`config.mk`:
```
export PLATFORM = sky130hd
export DESIGN_NAME = opb_cmd_master
export DESIGN_NICKNAME = d
export VERILOG_FILES = /design/src/rtl/opb_cmd_master.sv
export SDC_FILE = /design/constraint.sdc
export NUM_CORES = 1
export LEC_CHECK = 0
export ABC_CLOCK_PERIOD_IN_PS = 7800
export CORE_UTILIZATION = 55
export CTS_CLUSTER_SIZE = 8
export DETAILED_ROUTE_END_ITERATION = 8
export DONT_BUFFER_PORTS = 1
export GPL_TIMING_DRIVEN = 0
export HOLD_SLACK_MARGIN = 0.06
export MAX_ROUTING_LAYER = met4
export PLACE_DENSITY = 0.7
export SLEW_MARGIN = 20
export SYNTH_ARGS = -nofsm -noshare
export SYNTH_HDL_FRONTEND = slang
export SYNTH_SLANG_ARGS = --single-unit
```
`constraint.sdc`:
```
create_clock -name OPB_Clk -period 7.8 [get_ports OPB_Clk]
set_input_delay 1.95 -clock OPB_Clk [delete_from_list [all_inputs] [get_ports OPB_Clk]]
set_output_delay 1.95 -clock OPB_Clk [all_outputs]
set_load 0.01 [all_outputs]
```
`src/rtl/opb_cmd_master.sv`:
```
// opb_cmd_master: single-outstanding OPB bus master. It turns a ready/valid command
// stream into OPB read/write cycles and returns one response per command.
// Latency: handshake -> REQ -> XFER -> RESP, so 4 cycles per command at best.
// Backpressure: cmd_ready is high only in IDLE. Responses are strobed and cannot be stalled.
// Optional feature: define OPB_CMD_MASTER_RETRY_EN to re-arbitrate on OPB_retry.
// Without it, OPB_retry is treated as OPB_errAck.
//
// Ports:
//   OPB_Clk, OPB_Rst              clock; asynchronous active-high reset
//   cmd_valid/cmd_ready           command handshake; cmd_rnw/addr/be/wdata describe the command
//   rsp_valid                     one-cycle response strobe
//   rsp_rdata                     read data, held until the next response
//   rsp_err/rsp_tout              status, held until the next command is accepted
//   M_request/M_select/M_RNW/M_ABus/M_BE/M_DBus/M_seqAddr   master side of the OPB
//   OPB_MGrant/DBus/xferAck/errAck/retry/toutSup             arbiter and slave inputs
// OPB numbers bits big-endian (bit 0 = MSB). Here the vectors are declared [N-1:0], so
// OPB bit 0 maps to bit N-1 and the numeric values are unchanged.
module opb_cmd_master #(
  parameter int C_OPB_AWIDTH = 32,
  parameter int C_OPB_DWIDTH = 32,
  parameter int C_TIMEOUT    = 16,
  parameter int C_MAX_RETRY  = 3
) (
  input  logic                      OPB_Clk,
  input  logic                      OPB_Rst,
  input  logic                      cmd_valid,
  output logic                      cmd_ready,
  input  logic                      cmd_rnw,
  input  logic [C_OPB_AWIDTH-1:0]   cmd_addr,
  input  logic [C_OPB_DWIDTH/8-1:0] cmd_be,
  input  logic [C_OPB_DWIDTH-1:0]   cmd_wdata,
  output logic                      rsp_valid,
  output logic [C_OPB_DWIDTH-1:0]   rsp_rdata,
  output logic                      rsp_err,
  output logic                      rsp_tout,
  output logic                      M_request,
  output logic                      M_select,
  output logic                      M_RNW,
  output logic [C_OPB_AWIDTH-1:0]   M_ABus,
  output logic [C_OPB_DWIDTH/8-1:0] M_BE,
  output logic [C_OPB_DWIDTH-1:0]   M_DBus,
  output logic                      M_seqAddr,
  input  logic                      OPB_MGrant,
  input  logic [C_OPB_DWIDTH-1:0]   OPB_DBus,
  input  logic                      OPB_xferAck,
  input  logic                      OPB_errAck,
  input  logic                      OPB_retry,
  input  logic                      OPB_toutSup
);

  localparam int BW = C_OPB_DWIDTH / 8;
  // The counter checks the last counted cycle, so the abort lands exactly C_TIMEOUT
  // counted XFER cycles after XFER entry.
  localparam logic [7:0] TOUT_LAST = 8'(C_TIMEOUT - 1);

  typedef enum logic [1:0] {IDLE, REQ, XFER, RESP} state_t;

  state_t                    state_q, state_d;
  logic                      cmd_ready_q, cmd_ready_d;
  logic                      rnw_q, rnw_d;
  logic [C_OPB_AWIDTH-1:0]   addr_q, addr_d;
  logic [BW-1:0]             be_q, be_d;
  logic [C_OPB_DWIDTH-1:0]   wdata_q, wdata_d;
  logic                      rsp_valid_q, rsp_valid_d;
  logic [C_OPB_DWIDTH-1:0]   rsp_rdata_q, rsp_rdata_d;
  logic                      rsp_err_q, rsp_err_d;
  logic                      rsp_tout_q, rsp_tout_d;
  logic                      m_request_q, m_request_d;
  logic                      m_select_q, m_select_d;
  logic                      m_rnw_q, m_rnw_d;
  logic [C_OPB_AWIDTH-1:0]   m_abus_q, m_abus_d;
  logic [BW-1:0]             m_be_q, m_be_d;
  logic [C_OPB_DWIDTH-1:0]   m_dbus_q, m_dbus_d;
  logic [7:0]                tout_cnt_q, tout_cnt_d;
  logic                      err_term;

`ifdef OPB_CMD_MASTER_RETRY_EN
  localparam logic [7:0] RETRY_MAX = 8'(C_MAX_RETRY);
  logic [7:0] retry_cnt_q, retry_cnt_d;
  assign err_term = OPB_errAck;
`else
  assign err_term = OPB_errAck | OPB_retry;
`endif

  always_comb begin
    state_d     = state_q;
    rnw_d       = rnw_q;
    addr_d      = addr_q;
    be_d        = be_q;
    wdata_d     = wdata_q;
    rsp_rdata_d = rsp_rdata_q;
    rsp_err_d   = rsp_err_q;
    rsp_tout_d  = rsp_tout_q;
    tout_cnt_d  = tout_cnt_q;
`ifdef OPB_CMD_MASTER_RETRY_EN
    retry_cnt_d = retry_cnt_q;
`endif
    case (state_q)
      IDLE: begin
        if (cmd_valid && cmd_ready_q) begin
          rnw_d      = cmd_rnw;
          addr_d     = cmd_addr;
          be_d       = cmd_be;
          wdata_d    = cmd_wdata;
          rsp_err_d  = 1'b0;
          rsp_tout_d = 1'b0;
`ifdef OPB_CMD_MASTER_RETRY_EN
          retry_cnt_d = '0;
`endif
          state_d    = REQ;
        end
      end
      REQ: begin
        if (OPB_MGrant) begin
          tout_cnt_d = '0;
          state_d    = XFER;
        end
      end
      XFER: begin
        // Error outranks xferAck. Read data is not captured when both arrive together.
        if (err_term) begin
          rsp_err_d = 1'b1;
          state_d   = RESP;
        end else if (OPB_xferAck) begin
          if (rnw_q) rsp_rdata_d = OPB_DBus;
          state_d = RESP;
`ifdef OPB_CMD_MASTER_RETRY_EN
        end else if (OPB_retry) begin
          if (retry_cnt_q == RETRY_MAX) begin
            rsp_err_d = 1'b1;
            state_d   = RESP;
          end else begin
            retry_cnt_d = retry_cnt_q + 8'd1;
            state_d     = REQ;
          end
`endif
        end else if (!OPB_toutSup) begin
          if (tout_cnt_q == TOUT_LAST) begin
            rsp_tout_d = 1'b1;
            state_d    = RESP;
          end else begin
            tout_cnt_d = tout_cnt_q + 8'd1;
          end
        end
      end
      RESP:    state_d = IDLE;
      default: state_d = IDLE;
    endcase

    // Every output is a flop loaded from the next state. The bus is wired-OR, so
    // all M_* lines except M_request are forced to zero outside XFER.
    cmd_ready_d = (state_d == IDLE);
    rsp_valid_d = (state_d == RESP);
    m_request_d = (state_d == REQ);
    m_select_d  = (state_d == XFER);
    m_rnw_d     = m_select_d & rnw_d;
    m_abus_d    = m_select_d ? addr_d : '0;
    m_be_d      = m_select_d ? be_d : '0;
    m_dbus_d    = (m_select_d && !rnw_d) ? wdata_d : '0;
  end

  always_ff @(posedge OPB_Clk or posedge OPB_Rst) begin
    if (OPB_Rst) begin
      state_q     <= IDLE;
      cmd_ready_q <= 1'b0;
      rnw_q       <= 1'b0;
      addr_q      <= '0;
      be_q        <= '0;
      wdata_q     <= '0;
      rsp_valid_q <= 1'b0;
      rsp_rdata_q <= '0;
      rsp_err_q   <= 1'b0;
      rsp_tout_q  <= 1'b0;
      m_request_q <= 1'b0;
      m_select_q  <= 1'b0;
      m_rnw_q     <= 1'b0;
      m_abus_q    <= '0;
      m_be_q      <= '0;
      m_dbus_q    <= '0;
      tout_cnt_q  <= '0;
`ifdef OPB_CMD_MASTER_RETRY_EN
      retry_cnt_q <= '0;
`endif
    end else begin
      state_q     <= state_d;
      cmd_ready_q <= cmd_ready_d;
      rnw_q       <= rnw_d;
      addr_q      <= addr_d;
      be_q        <= be_d;
      wdata_q     <= wdata_d;
      rsp_valid_q <= rsp_valid_d;
      rsp_rdata_q <= rsp_rdata_d;
      rsp_err_q   <= rsp_err_d;
      rsp_tout_q  <= rsp_tout_d;
      m_request_q <= m_request_d;
      m_select_q  <= m_select_d;
      m_rnw_q     <= m_rnw_d;
      m_abus_q    <= m_abus_d;
      m_be_q      <= m_be_d;
      m_dbus_q    <= m_dbus_d;
      tout_cnt_q  <= tout_cnt_d;
`ifdef OPB_CMD_MASTER_RETRY_EN
      retry_cnt_q <= retry_cnt_d;
`endif
    end
  end

  assign cmd_ready = cmd_ready_q;
  assign rsp_valid = rsp_valid_q;
  assign rsp_rdata = rsp_rdata_q;
  assign rsp_err   = rsp_err_q;
  assign rsp_tout  = rsp_tout_q;
  assign M_request = m_request_q;
  assign M_select  = m_select_q;
  assign M_RNW     = m_rnw_q;
  assign M_ABus    = m_abus_q;
  assign M_BE      = m_be_q;
  assign M_DBus    = m_dbus_q;
  assign M_seqAddr = 1'b0;

endmodule
```
Yosys cells after proc, flatten, opt, wreduce, memory -nomap -nowiden
Index checks and enable logic that the tools add are counted.
{ "classes": {"add_sub_neg": 1, "n_eq_ne": 15, "n_mux": 32, "bitwise_logic": 3, "n_reduce_logical": 11} }
{ "ops": {"columns": ["cell", "count"], "rows": [
  ["32-bit two-way mux", 6],
  ["8-bit two-way mux", 5],
  ["2-bit inequality test (second input constant)", 8],
  ["8-bit case mux with 2 select lines", 1],
  ["2-bit two-way mux", 6],
  ["4-bit two-way mux", 3],
  ["6-bit AND reduction", 2],
  ["8-bit by 1-bit adder with 8-bit output (second input constant)", 1],
  ["2-bit equality test (second input constant)", 4],
  ["8-bit by 4-bit equality test with 1-bit output (second input constant)", 1],
  ["1-bit two-way mux", 8],
  ["2-bit case mux with 4 select lines", 1],
  ["2-bit by 1-bit equality test with 1-bit output (second input constant)", 2],
  ["2-bit zero test", 2],
  ["1-bit case mux with 2 select lines", 2],
  ["4-bit AND reduction", 1],
  ["2-bit nonzero test", 2],
  ["3-bit AND reduction", 1],
  ["1-bit logical AND", 2],
  ["1-bit AND", 1],
  ["1-bit zero test", 1],
  ["1-bit inverter", 1],
  ["1-bit OR", 1]
]} }
{ "word_totals": {"regBits": 186, "input_bits": 109, "output_inout_bits": 108, "word_cells": 79} }

Longest topological paths before layout
Gate-level depths: netlist of run 1.
{ "logic_depth": {"word_depth": 9, "mapped_depth": 7, "ltp_nobuf": 5} }

Worst setup path before layout of run 1
OpenSTA, ideal clock, no wires.
{ "synth_timing": {"path_type": "input -> register", "startpoint": "input port cmd_valid", "endpoint": "register m_abus_q[10], in the netlist M_ABus[10]", "arrival_ps": 3163, "slack_ps": 4519, "path_stages": 6, "n_path_buf": 3, "cell_sequence": "nor4bb_1 > buf_2 > buf_2 > buf_2 > mux2_2 > o21a_1"} }
{ "synth_lines": {"columns": ["item", "line", "source"], "rows": [
  ["start, declared", "26", "input logic cmd_valid,"],
  ["1-bit logical AND", "100", "if (cmd_valid && cmd_ready_q) begin"],
  ["32-bit two-way mux", "100", null],
  ["32-bit two-way mux", "98", "case (state_q)"],
  ["net addr_d[10]", "61", "logic [C_OPB_AWIDTH-1:0] addr_q, addr_d;"],
  ["32-bit two-way mux", "157", "m_abus_d = m_select_d ? addr_d : '0;"],
  ["net m_abus_d[10]", "71", "logic [C_OPB_AWIDTH-1:0] m_abus_q, m_abus_d;"],
  ["end signal, assigned", "198", "m_abus_q <= m_abus_d;"],
  ["end, declared", "71", null]
]} }
The timed path passes the listed nets, and every way through them passes these cells.
A chain may end at the register's enable or synchronous reset.

Final worst setup path of run 1
{ "layout_timing": {"startpoint": "input port cmd_valid", "endpoint": "register m_abus_q[5], in the netlist M_ABus[5]"} }
The elaborated chain is that of the path after synthesis.

==> flow_summary.ini, run 1 <==
[floorplanning]
die_area_mm2 = 0.0128
rows = 40
dieHeight_um = 113
dieWidth_um = 113
pin_count = 217
coreArea_mm2 = 0.0120
start_util_pct = 56.5

[clock_network]
cts_hold_buffers = 0
postCtsSetupBuffers = 0
root_buffer = clkbuf_16
cts_tree = built
clockBufferDepth = 2
cts_sinks = 186
clk_pin_slew_worst_paths_ns = 0.06
htreeDepth = 4
clock_latency_ns = 0.42
cts_buffers = 17
post_cts_resized = 0

[sta]
hold_violations = 0
clock_skew_ns = 0.00730
setup_ws_ns = 4.70
slew_headroom_pct = 57.2
min_period_ns = 3.10
fin_setup_tns_ns = 0
rsz0062_at_grt = false
setup_viol_count_final = 0
fmax_mhz = 322
slew_violations = 0
tightest_slew_ns = 0.642
timing.final.crit_share_pct = 39.8

[drt]
via_per_inst = 5.57
first_pass_iters = 4
dr_total_vias = 3510
drt_iter0_drc = 199
ant_nets = 0
wire_per_inst_um = 19.4
drc = 0
wirelength_mm = 12.2

[cells_and_area]
final_cell_mix = dfrtp_1, mux2_2, nor2b_1, o21a_1, clkbuf_16
instances_no_fill = 630
final_common_cell = dfrtp_1
drive_gt1_share_pct = 32.8
fin_util_pct = 63.3
area_delta_synth_final_pct = 11.9
nets = 579

[global_routing]
grt_pass1_wl_mm = 19.6
grt_usage_pct = 21.1
grt_antenna_before_repair = 1
grt.overflow.total = 0
grt_pass1_vias = 3741
grt_max_degree = 96

[synth]
synth.ff_latch_count = 186
synth_nets = 559
syn_area_per_cell_um2 = 15.1
ys.warnings.count = 0
ys_async_sr_fraction_pct = 100
synth_edf_count = 0
synthesis.area_mm2 = 0.00679
seq_area_frac_synth_pct = 68.6
syn_inst = 449
ys.flop_type = dfrtp_1
synth_cell_type_count = 37

[pwr]
max-vdd-ir-drop_v = 0.000171
leakage_nw = 3.50
p_per_area_mw_per_mm2 = 389
power_mw = 2.95

[place]
port_buffers = 0
dpl.cell_count = 597
dp_hpwl_mm = 8.50
gp_congestion = 0.802
pre_cts_slack_ns = 4.23

[setup_path]
crit_type = primary input to register
cp_max_fo = 10
cp.arrival_ns = 3.41
end_kind = register
startpoint_type = primary input
crit_required_ns = 8.11

[run_status]
status = completed

[flow_run]
drv_cap = 0

[hold_path]
hold_path.class = register to register
[area by class of cell]
type	instances	area (um2)
fillers	946	4410
diodes	1	2.50
plain buffers	25	125
inverters	4	22.5
clock buffers	21	470
flip-flops and latches	186	4650
well taps	147	184
clock inverters	11	119
repair buffers	1	27.5
multi-input cells	234	1990
[worst paths after layout]
kind	startpoint	endpoint	slack [ns]	cells past startpoint
max	cmd_valid	M_ABus[5]	4.70	6
min in group asynchronous	OPB_Rst	wdata_q[24]	1.46	1
min reg2reg	wdata_q[24]	wdata_q[24]	0.49	1
min	wdata_q[24]	wdata_q[24]	0.49	1
max in group asynchronous	OPB_Rst	rsp_rdata[4]	5.48	2
max reg2reg	state_q[0]	M_ABus[5]	5.57	7
[synth_stat cells, types with 2 or more instances]
library cell / number / area share (%)
dfrtp_1: 186 / 69
mux2_2: 101 / 17
nor2b_1: 44 / 4.1
o21a_1: 25 / 2.8
buf_2: 13 / 0.96
nand2_1: 13 / 0.72
nor2_1: 10 / 0.55
clkbuf_1: 7 / 0.39
nand3_1: 6 / 0.44
buf_4: 4 / 0.44
inv_1: 4 / 0.22
o211ai_1: 3 / 0.33
o31ai_1: 3 / 0.33
mux2i_1: 2 / 0.29
nand2b_1: 2 / 0.18
nor3_1: 2 / 0.15
nor4_1: 2 / 0.18
o21ai_0: 2 / 0.15
xnor2_1: 2 / 0.26
[where the power goes]
group          switching [mW]  leakage (nW)  internal (mW)
combinational           0.261         0.815          0.335
sequential              0.212          2.41           1.30
clock                   0.347         0.281          0.496
[metal layers]
| metal | share of wire, % | vias to the layer above | routed length [um] | track usage, % |
|---|---|---|---|---|
| met1 | 40 | 1786 | 4830 | 24.1 |
| met2 | 52 | 134 | 6310 | 33.8 |
| met4 | 2.2 | 0 | 267 | 10.5 |
| li1 | - | 1567 | - | - |
| met5 | 0 | - | 0 | - |
| met3 | 6.4 | 23 | 785 | 6.59 |
[flip-flops by register name, indices dropped and copies added, names as in the netlist, 2 cells and up]
name,count
be_q,4
wdata_q,32
M_ABus,32
addr_q,32
M_BE,4
M_DBus,32
rsp_rdata,32
tout_cnt_q,8
state_q,2
[kinds of logic (layout without fill, tap and decap cells)]
logic type | Yosys count | in the layout | synth area share, %
compound gates | 39 | 39 | 4.50
xor+xnor | 2 | 2 | 0.258
fa+ha+maj | 1 | 1 | 0.184
buf+inv | 29 | 62 | 2.06
flops | 186 | 186 | 68.6
mux | 103 | 103 | 17.1
other cells | 1 | 2 | 0.0552
simple gates | 88 | 88 | 7.32
[worst max-delay path, cell delays in order]
cell      delay, ns
nor4bb_1       0.16
buf_2          0.23
buf_2          0.27
buf_2          0.31
mux2_2         0.38
o21a_1         0.10
[through the flow]
step / area (um2) / hold WS (ns)
2_1_floorplan: 6790 / 0.466
3_3_place_gp: 6970 / 0.474
3_5_place_dp: 7010 / 0.479
4_1_cts: 7600 / 0.494
5_1_grt: 7600 / 0.501
6_report: 7600 / 0.490
Power figures use the tool's default switching activity.
==> inputs of run 2 (changes only) <==
--- a/config.mk
+++ b/config.mk
@@ -5,7 +5,7 @@
 export SDC_FILE = /design/constraint.sdc
 export NUM_CORES = 1
 export LEC_CHECK = 0
-export ABC_CLOCK_PERIOD_IN_PS = 7800
+export ABC_CLOCK_PERIOD_IN_PS = 2500
 export CORE_UTILIZATION = 55
 export CTS_CLUSTER_SIZE = 8
 export DETAILED_ROUTE_END_ITERATION = 8
@@ -13,7 +13,7 @@
 export GPL_TIMING_DRIVEN = 0
 export HOLD_SLACK_MARGIN = 0.06
 export MAX_ROUTING_LAYER = met4
-export PLACE_DENSITY = 0.7
+export PLACE_DENSITY = 0.73
 export SLEW_MARGIN = 20
 export SYNTH_ARGS = -nofsm -noshare
 export SYNTH_HDL_FRONTEND = slang
==> constraint.sdc (replaced) <==
create_clock -name OPB_Clk -period 2.5 [get_ports OPB_Clk]
set_input_delay 0.625 -clock OPB_Clk [delete_from_list [all_inputs] [get_ports OPB_Clk]]
set_output_delay 0.625 -clock OPB_Clk [all_outputs]
set_load 0.01 [all_outputs]
==> flow_summary.ini, run 2 (synthesis gave the netlist of run 1 again) <==
[run_status]
status = completed

[setup_path]
r2r-end = M_ABus[4]
reg2reg_slack_ns = 0.22
startpoint_type = register
reg2reg_from = state_q[0]
end_kind = register
crit_required_ns = 2.81
cp.arrival_ns = 2.60
crit_type = register to register
cp_max_fo = 10
r2r_cells = 7

[clock_network]
clockBufferDepth = 2
cts_tree = built
clock_latency_ns = 0.42
post_cts_resized = 0
clk_pin_slew_worst_paths_ns = 0.06
cts_buffers = 17
cts_sinks = 186
cts_hold_buffers = 0
htreeDepth = 4
postCtsSetupBuffers = 0
root_buffer = clkbuf_16

[pwr]
leakage_nw = 3.52
p_per_area_mw_per_mm2 = 1210
max-vdd-ir-drop_v = 0.000560
power_mw = 9.25

[place]
port_buffers = 0
gp_congestion = 0.878
dpl.cell_count = 601
place_area_mm2 = 0.00708
pre_cts_slack_ns = 0.180
dp_hpwl_mm = 9.01

[cells_and_area]
area_delta_synth_final_pct = 12.8
fin_util_pct = 63.7
final_area_mm2 = 0.00766
final_common_cell = dfrtp_1
instances_no_fill = 633
num_antenna_cells = 0
drive_gt1_share_pct = 32.9
fillers = 909
nets = 583
final_cell_mix = dfrtp_1, mux2_2, nor2b_1, o21a_1, clkbuf_16

[floorplanning]
pin_count = 217
coreArea_mm2 = 0.0120
dieHeight_um = 113
start_util_pct = 56.5
dieWidth_um = 113
rows = 40
die_area_mm2 = 0.0128

[sta]
hold_violations = 0
setup_viol_count_final = 0
setup_ws_ns = 0.215
min_period_ns = 2.28
fin_setup_tns_ns = 0
fmax_mhz = 438
clock_skew_ns = 0.00562
rsz0062_at_grt = false
timing.final.crit_share_pct = 91.4
hold_slack_ns = 0.194
slew_violations = 0
tightest_slew_ns = 0.745
slew_headroom_pct = 50.2

[global_routing]
grt.overflow.total = 0
met1_usage_pct = 24.8
use_met3_pct = 6.80
grt_pass1_vias = 3863
grt_usage_pct = 21.7
met2_usage_pct = 35.3
grt.busiest_layer = met2
grt_antenna_before_repair = 0
grt_max_degree = 36
grt_pass1_wl_mm = 20.2

[drt]
via_per_inst = 5.61
ant_nets = 0
first_pass_iters = 4
wire_per_inst_um = 19.8
dr_total_vias = 3549
drt_iter0_drc = 109
drc = 0
wirelength_mm = 12.5

[flow_run]
drv_cap = 0

[hold_path]
hold_path.class = primary input to async pin
run 2: cell types whose count changed in the layout (fill, tap and decap cells not counted):
cell        delta
clkbuf_8       -1
clkbuf_1       +2
buf_12         +5
diode_2        -1
buf_16         -1
clkinv_2       -2
inv_8          -1
clkinvlp_4     +2
run 2: worst max-delay path, stage by stage, from the launching register on:
cell      delay [ns]
dfrtp_1         0.36
clkbuf_1        0.19
nor4bb_1        0.29
buf_2           0.24
buf_2           0.28
buf_2           0.31
mux2_2          0.39
o21a_1          0.11
run 2: metal layers:
metal  part of all wire (%)  routed length, um
met3                    6.7                834
met1                     39               4870
met2                     52               6520
met4                    2.3                290
met5                      0                  0
run 2: final cells by class:
type	count	area, um2	share of cell area (%)
sequential	186	4650	60.8
multi-input combinational	234	1990	26.0
tap	147	184	2.40
clock inverter	10	116	1.52
clock buffer	22	464	6.06
timing repair buffer	5	100	1.31
inverter	4	18.8	0.245
buffer	25	125	1.63
run 2: report_power, final:
part	leakage [nW]	switching, mW	internal, mW
Clock	0.269	1.09	1.52
Combinational	0.843	0.836	1.06
Sequential	2.41	0.674	4.07
Total	3.52	2.60	6.65
run 2: worst max path at each step:
| stage | start | to | slack [ns] | depth (start not counted) |
|---|---|---|---|---|
| finish | state_q[0] | M_ABus[4] | 0.22 | 7 |
| global route | state_q[0] | M_ABus[3] | 0.05 | 7 |
| CTS | state_q[0] | M_ABus[4] | 0.18 | 7 |
| detailed placement | state_q[0] | M_ABus[4] | 0.18 | 7 |
| global placement | OPB_Rst | M_DBus[30] | -1.29 | 1 |
| floorplan | OPB_Rst | M_ABus[0] | -0.52 | 1 |
